<file path="config.mk">
export PLATFORM = sky130hd
export DESIGN_NAME = dds_voice_sequencer
export DESIGN_NICKNAME = d
export VERILOG_FILES = /design/src/rtl/dds_pkg.sv /design/src/rtl/dds_wave_gen.sv /design/src/rtl/dds_voice_sequencer.sv
export SDC_FILE = /design/constraint.sdc
export NUM_CORES = 1
export LEC_CHECK = 0
export CAP_MARGIN = 0
export CORE_MARGIN = 2
export CORE_UTILIZATION = 42
export CTS_BUF_LIST = sky130_fd_sc_hd__clkbuf_2 sky130_fd_sc_hd__clkbuf_4 sky130_fd_sc_hd__clkbuf_8
export DETAILED_ROUTE_END_ITERATION = 10
export GPL_ROUTABILITY_DRIVEN = 0
export GPL_TIMING_DRIVEN = 0
export MAX_ROUTING_LAYER = met4
export SLEW_MARGIN = 25
export SYNTH_ARGS = -nofsm -noshare
export SYNTH_HDL_FRONTEND = slang
export SYNTH_SLANG_ARGS = --single-unit
export TNS_END_PERCENT = 50
</file>
<file path="constraint.sdc">
create_clock -name sys_clk -period 9.1 [get_ports sys_clk]
set_clock_uncertainty 0.05 [all_clocks]
set_input_delay 2.275 -clock sys_clk [delete_from_list [all_inputs] [get_ports sys_clk]]
set_output_delay 2.275 -clock sys_clk [all_outputs]
set_load 0.02 [all_outputs]
</file>
<file path="src/rtl/dds_pkg.sv">
`default_nettype none
// ============================================================================
// dds_pkg : shared encodings for the multi-voice DDS sequencer
// Revision: 1.0
// ============================================================================
package dds_pkg;

  typedef enum logic [2:0] {
    WAVE_SAW    = 3'd0,
    WAVE_SQUARE = 3'd1,
    WAVE_TRI    = 3'd2,
    WAVE_PULSE  = 3'd3
  } wave_sel_e;

  typedef enum logic [1:0] {
    REG_TUNE      = 2'd0,
    REG_CTRL      = 2'd1,
    REG_PW        = 2'd2,
    REG_PHASE_CLR = 2'd3
  } cfg_reg_e;

  typedef enum logic [1:0] {
    ST_IDLE   = 2'd0,
    ST_ACCUM  = 2'd1,
    ST_OUTPUT = 2'd2
  } state_e;

  localparam int c_CTRL_SEL_LSB = 0;
  localparam int c_CTRL_SEL_W   = 3;
  localparam int c_CTRL_EN_BIT  = 3;

endpackage
`default_nettype wire

</file>
<file path="src/rtl/dds_wave_gen.sv">
`default_nettype none
// ============================================================================
// dds_wave_gen : combinational phase-to-amplitude shaper for one voice
// Revision: 1.0
// ============================================================================
module dds_wave_gen
  import dds_pkg::*;
#(
  parameter int PHASE_W = 16,
  parameter int WAVE_W  = 12
) (
  input  logic [PHASE_W-1:0] phase,
  input  logic [2:0]         wave_sel,
  input  logic [WAVE_W-1:0]  pw,
  output logic [WAVE_W-1:0]  w
);

  logic [WAVE_W-1:0]          w_top;
  logic                       w_msb;
  logic [WAVE_W-2:0]          w_tri_t;
  logic [PHASE_W-WAVE_W-1:0]  w_unused_phase_lsbs;

  assign w_top               = phase[PHASE_W-1 -: WAVE_W];
  assign w_msb               = phase[PHASE_W-1];
  assign w_tri_t             = phase[PHASE_W-2 -: WAVE_W-1];
  assign w_unused_phase_lsbs = phase[PHASE_W-WAVE_W-1:0];

  always_comb begin
    w = '0;
    case (wave_sel)
      WAVE_SAW:    w = w_top;
      WAVE_SQUARE: w = {WAVE_W{w_msb}};
      // falling half mirrors the rising half of the ramp
      WAVE_TRI:    w = w_msb ? {~w_tri_t, 1'b0} : {w_tri_t, 1'b0};
      WAVE_PULSE:  w = (w_top < pw) ? '1 : '0;
      default:     w = '0;
    endcase
  end

endmodule
`default_nettype wire

</file>
<file path="src/rtl/dds_voice_sequencer.sv">
`default_nettype none
// ============================================================================
// dds_voice_sequencer : time-multiplexed DDS engine mixing VOICES voices
// Revision: 1.0
// ============================================================================
module dds_voice_sequencer
  import dds_pkg::*;
#(
  parameter int VOICES     = 4,
  parameter int TUNE_W     = 16,
  parameter int PHASE_W    = 16,
  parameter int WAVE_W     = 12,
  parameter int CFG_DATA_W = 16,
  parameter int VIDX_W     = $clog2(VOICES),
  parameter int SUM_W      = WAVE_W + VIDX_W
) (
  input  logic                  sys_clk,
  input  logic                  rst,
  input  logic                  tick,
  input  logic                  cfg_we,
  input  logic [VIDX_W-1:0]     cfg_voice,
  input  logic [1:0]            cfg_reg,
  input  logic [CFG_DATA_W-1:0] cfg_data,
  output logic [SUM_W-1:0]      sample,
  output logic                  sample_valid,
  input  logic                  sample_ready,
  output logic                  busy,
  output logic                  overrun,
  input  logic                  overrun_clr
);

  logic [PHASE_W-1:0] r_phase    [VOICES];
  logic [TUNE_W-1:0]  r_tune     [VOICES];
  logic [2:0]         r_wave_sel [VOICES];
  logic [WAVE_W-1:0]  r_pw       [VOICES];
  logic [VOICES-1:0]  r_enable;

  state_e             r_state, w_state_nxt;
  logic [VIDX_W-1:0]  r_vidx;
  logic [SUM_W-1:0]   r_acc;
  logic [SUM_W-1:0]   r_sample;
  logic               r_sample_valid;
  logic               r_overrun;

  logic [WAVE_W-1:0]  w_wave;
  logic [SUM_W-1:0]   w_acc_nxt;
  logic               w_last;

  dds_wave_gen #(
    .PHASE_W (PHASE_W),
    .WAVE_W  (WAVE_W)
  ) u_wave_gen (
    .phase    (r_phase[r_vidx]),
    .wave_sel (r_wave_sel[r_vidx]),
    .pw       (r_pw[r_vidx]),
    .w        (w_wave)
  );

  assign w_acc_nxt = r_enable[r_vidx] ? r_acc + SUM_W'(w_wave) : r_acc;
  assign w_last    = (r_vidx == VIDX_W'(VOICES - 1));

  // Config writes land after the accumulate so a same-cycle PHASE_CLR wins.
  always_ff @(posedge sys_clk or posedge rst) begin
    if (rst) begin
      for (int i = 0; i < VOICES; i++) begin
        r_phase[i]    <= '0;
        r_tune[i]     <= '0;
        r_wave_sel[i] <= '0;
        r_pw[i]       <= '0;
      end
      r_enable <= '0;
    end else begin
      if (r_state == ST_ACCUM && r_enable[r_vidx])
        r_phase[r_vidx] <= r_phase[r_vidx] + PHASE_W'(r_tune[r_vidx]);
      if (cfg_we) begin
        case (cfg_reg)
          REG_TUNE: r_tune[cfg_voice] <= cfg_data[TUNE_W-1:0];
          REG_CTRL: begin
            r_wave_sel[cfg_voice] <= cfg_data[c_CTRL_SEL_LSB +: c_CTRL_SEL_W];
            r_enable[cfg_voice]   <= cfg_data[c_CTRL_EN_BIT];
          end
          REG_PW:        r_pw[cfg_voice]    <= cfg_data[WAVE_W-1:0];
          REG_PHASE_CLR: r_phase[cfg_voice] <= '0;
          default: ;
        endcase
      end
    end
  end

  always_ff @(posedge sys_clk or posedge rst) begin
    if (rst) r_state <= ST_IDLE;
    else     r_state <= w_state_nxt;
  end

  always_comb begin
    w_state_nxt = r_state;
    case (r_state)
      ST_IDLE:   if (tick)         w_state_nxt = ST_ACCUM;
      ST_ACCUM:  if (w_last)       w_state_nxt = ST_OUTPUT;
      ST_OUTPUT: if (sample_ready) w_state_nxt = ST_IDLE;
      default:                     w_state_nxt = ST_IDLE;
    endcase
  end

  always_ff @(posedge sys_clk or posedge rst) begin
    if (rst) begin
      r_vidx         <= '0;
      r_acc          <= '0;
      r_sample       <= '0;
      r_sample_valid <= 1'b0;
      r_overrun      <= 1'b0;
    end else begin
      case (r_state)
        ST_IDLE: if (tick) begin
          r_acc  <= '0;
          r_vidx <= '0;
        end
        ST_ACCUM: begin
          r_acc  <= w_acc_nxt;
          r_vidx <= r_vidx + 1'b1;
          if (w_last) begin
            r_sample       <= w_acc_nxt;
            r_sample_valid <= 1'b1;
          end
        end
        ST_OUTPUT: if (sample_ready) r_sample_valid <= 1'b0;
        default: ;
      endcase
      if (tick && r_state != ST_IDLE) r_overrun <= 1'b1;
      else if (overrun_clr)          r_overrun <= 1'b0;
    end
  end

  assign sample       = r_sample;
  assign sample_valid = r_sample_valid;
  assign busy         = (r_state != ST_IDLE);
  assign overrun      = r_overrun;

endmodule
`default_nettype wire
</file>
==> Word level (Yosys, flattened, before mapping) <==
Cells that the tools add are included.
W data, S select, Z words.
{ "totals": {"regBits": 226, "inputBits": 26, "out_inout_bits": 17, "word_cells": 119} }
{ "classes": {"n_lt_le_gt_ge": 8, "addsub": 3, "n_bitwise": 5, "muxes": 49, "n_eq_ne": 12, "n_reduce_logical": 19} }
{ "ops": {"columns": ["cell", "count"], "rows": [
  ["$mux W64", 3],
  ["$bwmux W64", 2],
  ["$mux W16", 6],
  ["$and A64 B64 Y64", 1],
  ["$bmux W16 S2", 2],
  ["$demux W16 S2", 2],
  ["$not A64 Y64", 1],
  ["$mux W12", 5],
  ["$bwmux W48", 1],
  ["$pmux W12 S4", 1],
  ["$mux W14", 2],
  ["$pmux W14 S2", 1],
  ["$bmux W12 S2", 1],
  ["$demux W12 S2", 1],
  ["$add A16 B16 Y16", 1],
  ["$add A14 B12 Y14", 1],
  ["$bwmux W12", 1],
  ["$lt A12 B12 Y1", 1],
  ["$not A11 Y11", 1],
  ["$reduce_and A2 Y1", 5],
  ["$mux W3", 3],
  ["$eq A2 B2 Y1 const B", 4],
  ["$mux W2", 4],
  ["$reduce_bool A2 Y1", 4],
  ["other kinds (23)", 42]
]} }

==> Depth between registers and ports, before layout <==
Gate-level depths: netlist of the first run.
{ "logic_depth": {"depth_word": 10, "mapped_depth": 22, "mapped_depth_nobuf": 17} }

==> By module <==
A second synthesis of the first run with hierarchy kept.
{ "hier_totals": {"cells_unflattened": 1072, "area_unflattened_um2": 12162.9} }
{ "by_module_without_submodules": {"columns": ["module", "seq_area_each_um2", "instances", "cells_each", "area_per_inst_um2"], "rows": [
  ["dds_voice_sequencer", 5655.4, 1, 966, 11426.0],
  ["dds_wave_gen", 0.0, 1, 106, 737.0]
]} }

==> Least setup slack after synthesis of the first run <==
Ideal clock, no wire load.
{ "synth_timing": {"path_kind": "register to register", "startpoint": "register r_vidx[0]", "endpoint": "register r_acc[12]", "setup_ps": 121, "required_ps": 8929, "n_path_buf": 5, "t_arrival_ps": 4774, "period_less_slack_ps": 4945, "slack_ps": 4155, "path_stages_with_launch": 23, "cell_sequence": "dfrtp_1 -> buf_6 -> buf_12 -> buf_2 -> buf_2 -> mux4_2 -> inv_1 -> ha_1 -> nand4_1 -> nor4_1 -> a41oi_2 -> o211ai_2 -> a211o_1 -> buf_6 -> o21ai_2 -> ha_1 -> fa_1 -> a211oi_1 -> o21ai_0 -> nand2_1 -> o211ai_2 -> mux2_4 -> a22o_1"} }
{ "synth_between": {"elab_chain_len": 10, "word_cells_on_any_way": 24, "cone_classes": "add/sub: 1; order compare: 1; eq/ne: 3; mux: 16; bitwise: 2; reduce/logical: 1"} }
{ "synth_lines": {"columns": ["element", "line_no", "rtl"], "rows": [
  ["start, declared", "dds_voice_sequencer.sv:39", "logic [VIDX_W-1:0] r_vidx;"],
  ["start signal, assigned", "dds_voice_sequencer.sv:120", "r_vidx <= r_vidx + 1'b1;"],
  ["$not A2 Y3 (implied by the code)", "dds_voice_sequencer.sv:53, dds_voice_sequencer.sv:54, dds_voice_sequencer.sv:55", null],
  ["$bmux W16 S2 / $bmux W12 S2 (equally long branches)", "dds_voice_sequencer.sv:53, dds_voice_sequencer.sv:55", null],
  ["$mux W16 (implied by the code) / $mux W12 (equally long branches) (2 in a row)", "dds_voice_sequencer.sv:53, dds_voice_sequencer.sv:55", null],
  ["$lt A12 B12 Y1 / $not A11 Y11 (equally long branches)", "dds_wave_gen.sv:35, dds_wave_gen.sv:34", null],
  ["$mux W12 (on tied branches)", "dds_wave_gen.sv:35, dds_wave_gen.sv:34", null],
  ["$pmux W12 S4", "dds_wave_gen.sv:30", "case (wave_sel)"],
  ["$add A14 B12 Y14", "dds_voice_sequencer.sv:59", "assign w_acc_nxt = r_enable[r_vidx] ? r_acc + SUM_W'(w_wave) : r_acc;"],
  ["$mux W14 (*)", "dds_voice_sequencer.sv:59", null],
  ["$pmux W14 S2 (*)", "dds_voice_sequencer.sv:113", "case (r_state)"],
  ["end signal, assigned", "dds_voice_sequencer.sv:119", "r_acc <= w_acc_nxt;"],
  ["end, declared", "dds_voice_sequencer.sv:40", "logic [SUM_W-1:0] r_acc;"]
]} }
Every way passes the cells marked *; elsewhere a longest branch is shown, timed or not. The select of a mux whose other input is x is not followed.
A chain may end at the register's enable or synchronous reset.

==> Final worst setup path of the first run <==
{ "layout_timing": {"startpoint": "register r_vidx[1]", "endpoint": "register r_acc[12]"} }
The elaborated chain is that of the path after synthesis.

==> metrics.cfg, run 1 <==
[status]
outcome=completed

[floorplan]
num_io_pins=43
start_util=0.427
die_height_um=172
fp.coreArea_um2=27800
die_area_um2=29600
die_width_um=172
placement_rows=61

[timing]
hold_viol_final=0
timing.final.crit_period_ns=6.42
fin_crit_sh=0.705
maxSlewViolCount=0
finalSetupViolations=0
tightest_slew_ns=0.852
max_slew_margin=0.430
rsz0062_at_grt=no
fmax_mhz=156

[clocking]
htree_levels=2
ctsHoldBuffers=0
clk_pin_slew_ns=0.06
cts-resized-gates=0
post-cts-setup-buffers=0
numClockSinks=226
cts_tree=yes
clk_path_buf_depth=3
clk_latency_ns=0.55
cts-root-buf=clkbuf_8
numCtsBuffers=40

[logic_synthesis]
synth_async_sr_flop_share=1.00
netlist_area_um2=11900
synth_nets=1067
yosys-top-cells-area=dfrtp_1, mux2_2, mux4_2
syn_inst=997
synth_cell_type_count=60
synth_area_per_cell_um2=11.9
synth_edf_count=0
yosysTopAreaCellShare=0.477
yosysWarnings=0
ys.flop_type=dfrtp_1
yosys_register_bits=226
synth_top_area_cell=dfrtp_1
synth-seq-area-share=0.477

[drt]
avgRoutedWirePerCell_um=19.9
drc=0
via_per_inst=5.48
drt_first_pass_iters=4
drt_iter0_markers=546
routed_wl_mm=29.6
ant_nets=0
vias=8177

[power_and_ir_drop]
switching_power_uw=2270
clock_power_share=0.196
intPower_uw=3200
p_sw_frac=0.416
seqPwrFrac=0.269
p_leak_uw=0.00594
power_uw=5470
power_density_nw_per_um2=397
vdd_drop_max_uv=122
p_comb_frac=0.535

[cells_and_area]
drive_gt1_frac=0.266
stdcell_count=1492
nFillCells=2563
mostFrequentLayoutCells=dfrtp_1, mux2_2, nand2_1
n_antenna_cell=0
register_area_um2=5660
layout_commonest_cell=dfrtp_1
area_growth_pct=16.1
multi_input_area_um2=5860
final_nets=1152

[global_route]
grt_usage=0.215
grt_pass1_vias=8490
grt_max_degree=70
grt_antenna_before_repair=0
grt_first_pass_wirelength_mm=46.9
grt-ovfl-total=0

[worst_setup_path]
arrival_ns=6.80
cp-end-kind=flip-flop
cp.required_ns=9.48
critPathMaxFanout=10
critPathKind=flip-flop to flip-flop
worst_setup_path_start_kind=flip-flop
reg2reg_depth=21

[placed_design]
portBuffers=40
post-place-cells=1418
hpwl_mm=21.0

[worst_hold_path]
min_path_cells=2
hold_path.class=flip-flop to flip-flop

[job]
cap_violations=0

[registers in the layout, summed over array words and instances (netlist names)]
name,count
r_enable,4
sample_valid,1
r_vidx,2
r_state,2
r_tune,64
r_wave_sel,12
sample,14
overrun,1
r_pw,48
r_phase,64
r_acc,14
[Yosys cell counts, types with 11 or more instances]
library cell,number
a211oi_1,14
a21o_1,11
nand2_1,109
ha_1,42
mux4_2,46
inv_1,24
clkbuf_1,25
o21ai_0,57
o21ai_1,18
buf_2,13
nor2_1,35
dfrtp_1,226
xnor2_1,32
a21oi_1,56
mux2_2,129
a22o_1,14
nand3_1,35
[critical path, cell delays in order (launching register included)]
cell and delay, ns:
dfrtp_1 0.56, buf_2 0.38, buf_1 0.61, clkbuf_1 0.69, mux4_2 0.34, inv_1 0.10
ha_1 0.32, nand4_1 0.19, nor4_1 0.40, a41oi_2 0.08, o211ai_2 0.10, a211o_1 0.18
buf_6 0.17, o21ai_2 0.07, ha_1 0.25, fa_1 0.44, a211oi_1 0.32, o21ai_0 0.19
nand2_1 0.16, o211ai_2 0.14, mux2_4 0.31, a22o_1 0.23
[metrics by stage]
stage | setup TNS, ns | instance area, um2 | utilization | hold slack (ns) | setup slack [ns]
2_1_floorplan | 0 | 11900 | - | 0.413 | 0.584
3_3_place_gp | -570.60 | 12700 | 0.459 | 0.415 | -2.55
3_5_place_dp | 0 | 12800 | 0.462 | 0.423 | 2.65
4_1_cts | 0 | 13800 | 0.496 | 0.436 | 2.62
5_1_grt | 0 | 13800 | 0.496 | 0.459 | 2.33
6_report | 0 | 13800 | 0.496 | 0.427 | 2.68
[cell type report]
| class | count | area share |
|---|---|---|
| well taps | 378 | 0.0343 |
| clock inverters | 13 | 0.0107 |
| multi-input cells | 698 | 0.425 |
| clock buffers | 61 | 0.0578 |
| repair buffers | 43 | 0.0351 |
| plain buffers | 49 | 0.0193 |
| flip-flops and latches | 226 | 0.411 |
| inverters | 24 | 0.00709 |
[path summary, 6_finish.rpt]
kind | to | start | slack (ns)
setup reg to reg | r_acc[12] | r_vidx[1] | 2.68
hold reg to reg | sample[13] | sample[13] | 0.43
setup / recovery | r_acc[12] | r_vidx[1] | 2.68
max in group asynchronous | r_pw[41] | rst | 5.62
hold / removal | sample[13] | sample[13] | 0.43
min in group asynchronous | sample_valid | rst | 2.05
[power by group through the flow]
stage | logic, uW | registers (uW) | clock network [uW]
6_report | 2920 | 1470 | 1070
2_1_floorplan | 2160 | 1460 | 0
5_1_grt | 3230 | 1510 | 1150
3_5_place_dp | 2920 | 1480 | 0
3_3_place_gp | 2870 | 1470 | 0
4_1_cts | 2930 | 1470 | 1100
[cell families after synthesis]
family                     after synthesis  synth area share
AOI/OAI and AO/OA                      210             0.110
buffers and inverters                   73            0.0299
adders and majority gates               44            0.0477
and+or+nand+nor                        219            0.0842
DFF                                    226             0.477
muxes                                  189             0.225
xor gates and xnor gates                36            0.0266
[per-layer routing]
layer  up-vias  global-route usage  part of all wire
met3        60              0.0364             0.043
met2       172               0.341              0.47
met4         0              0.0680             0.028
li1       3822                   -                 -
met5         -                   -                 0
met1      4123               0.285              0.46
No activity file was read; power rests on OpenSTA's default activity.
==> run 2: changes to the inputs <==
Clock period 9.1 ns to 5.6 ns, I/O delays scaled along.
==> run 2 against run 1 <==
Power increased by 60%. Global-route usage increased by 0.16 points. Critical path depth unchanged. Sequential share of layout area increased by 0.076 points. Sequential cell count unchanged. Core utilization decreased by 0.081 points. Clock power increased by 46%. Wire length increased by 1.2%. Sequential power increased by 63%. Clock-buffer cell count increased by 3. Worst hold slack got worse by 0.0052 ns.
==> metrics.cfg, run 2 (synthesized netlist as in run 1, its figures left out) <==
[clocking]
numCtsBuffers=40
htree_levels=2
clk_latency_ns=0.55
ctsHoldBuffers=0
cts-root-buf=clkbuf_8
clk_path_buf_depth=3
numClockSinks=226
cts_tree=yes
clk_pin_slew_ns=0.06

[cells_and_area]
mostFrequentLayoutCells=dfrtp_1, mux2_2, nand2_1
reg_top3=r_phase: 64 flops, r_tune: 64 flops, r_pw: 48 flops
register_area_um2=5660
area_growth_pct=15.9
multi_input_area_um2=5880
fin_area_um2=13800
nFillCells=2532
n_antenna_cell=0
final_nets=1156
layout_commonest_cell=dfrtp_1
stdcell_count=1491
drive_gt1_frac=0.272

[drt]
ant_nets=0
drt_iter0_markers=496
avgRoutedWirePerCell_um=20.1
routed_wl_mm=30.0
drc=0
via_per_inst=5.51
drt_first_pass_iters=4
vias=8209

[placed_design]
portBuffers=40
post-place-cells=1423
place_area_um2=12900
hpwl_mm=21.2
preCtsSetupSlack_ns=-0.868

[worst_setup_path]
cp.required_ns=5.97
arrival_ns=5.71
critPathMaxFanout=10
cp-end-kind=flip-flop
critPathKind=flip-flop to flip-flop
worst_setup_path_start_kind=flip-flop

[global_route]
grt_pass1_vias=8462
grt_usage=0.217
grt_antenna_before_repair=0
grt_max_degree=33
grt_first_pass_wirelength_mm=47.3
grt-ovfl-total=0

[timing]
timing.hold.ws_ns=0.422
max_slew_margin=0.444
timing.final.crit_period_ns=5.34
hold_viol_final=0
fmax_mhz=187
fin_crit_sh=0.954
rsz0062_at_grt=no
fin_ws_ns=0.256
maxSlewViolCount=0
finalSetupViolations=0
tightest_slew_ns=0.831

[power_and_ir_drop]
vdd_drop_max_uv=207
p_leak_uw=0.00592
power_density_nw_per_um2=637

[worst_hold_path]
hold_path.class=flip-flop to flip-flop

[floorplan]
start_util=0.427
num_io_pins=43
fp.coreArea_um2=27800
die_area_um2=29600
die_height_um=172
die_width_um=172
placement_rows=61

[status]
outcome=completed

[job]
cap_violations=0

## run 2: repair_timing
action	in CTS	in global routing
setup endpoints to repair	21	5
pin swaps	0	3
resized for setup	6	7
setup buffers	0	1
hold endpoints to repair	0	0
## run 2: final timing paths
check                      startpoint          end  slack (ns)  cells after the start
max                         r_vidx[1]    r_acc[12]        0.26                     21
min                        sample[13]   sample[13]        0.42                      2
max reg2reg                 r_vidx[1]    r_acc[12]        0.26                     21
min reg2reg                sample[13]   sample[13]        0.42                      2
max in group asynchronous         rst      r_pw[3]        3.34                      6
min in group asynchronous         rst  r_phase[45]        1.06                      2
## run 2: through the flow
| step | TNS [ns] | power (uW) | util |
|---|---|---|---|
| 2_1_floorplan | 0 | 5890 | - |
| 3_3_place_gp | -153.41 | 7060 | 0.459 |
| 3_5_place_dp | -8.35 | 7150 | 0.464 |
| 4_1_cts | 0 | 8740 | 0.494 |
| 5_1_grt | 0 | 9400 | 0.495 |
| 6_report | 0 | 8750 | 0.495 |
## run 2: area by class of cell
type | instances | area share
multi-input cells | 698 | 0.428
plain buffers | 47 | 0.0195
inverters | 24 | 0.00682
clock inverters | 5 | 0.00182
flip-flops and latches | 226 | 0.411
well taps | 378 | 0.0344
repair buffers | 49 | 0.0413
clock buffers | 64 | 0.0572
## run 2: metal layers
layer | vias up | wire length [um] | track usage
met4 | 0 | 682 | 0.0683
met5 | - | 0 | -
met2 | 221 | 14000 | 0.344
met3 | 53 | 1570 | 0.0380
met1 | 4104 | 13700 | 0.286
li1 | 3831 | - | -
## run 2: critical path, stage by stage, from the launching register on
cell and delay [ns]:
dfrtp_2 0.51, buf_4 0.27, buf_4 0.25, clkbuf_4 0.31, mux4_2 0.34, inv_1 0.14, ha_1 0.18, nand4_1 0.23
nor4_2 0.38, a41oi_2 0.07, o211ai_2 0.10, a211o_1 0.20, buf_6 0.17, o21ai_2 0.07, ha_1 0.24, fa_2 0.39
a211oi_2 0.29, o21ai_0 0.18, nand2_1 0.16, o211ai_2 0.14, mux2_4 0.31, a22o_1 0.22
## run 2: power breakdown
part,internal [uW],switching (uW)
Clock,886,671
Sequential,2130,265
Combinational,2040,2770
Total,5050,3700
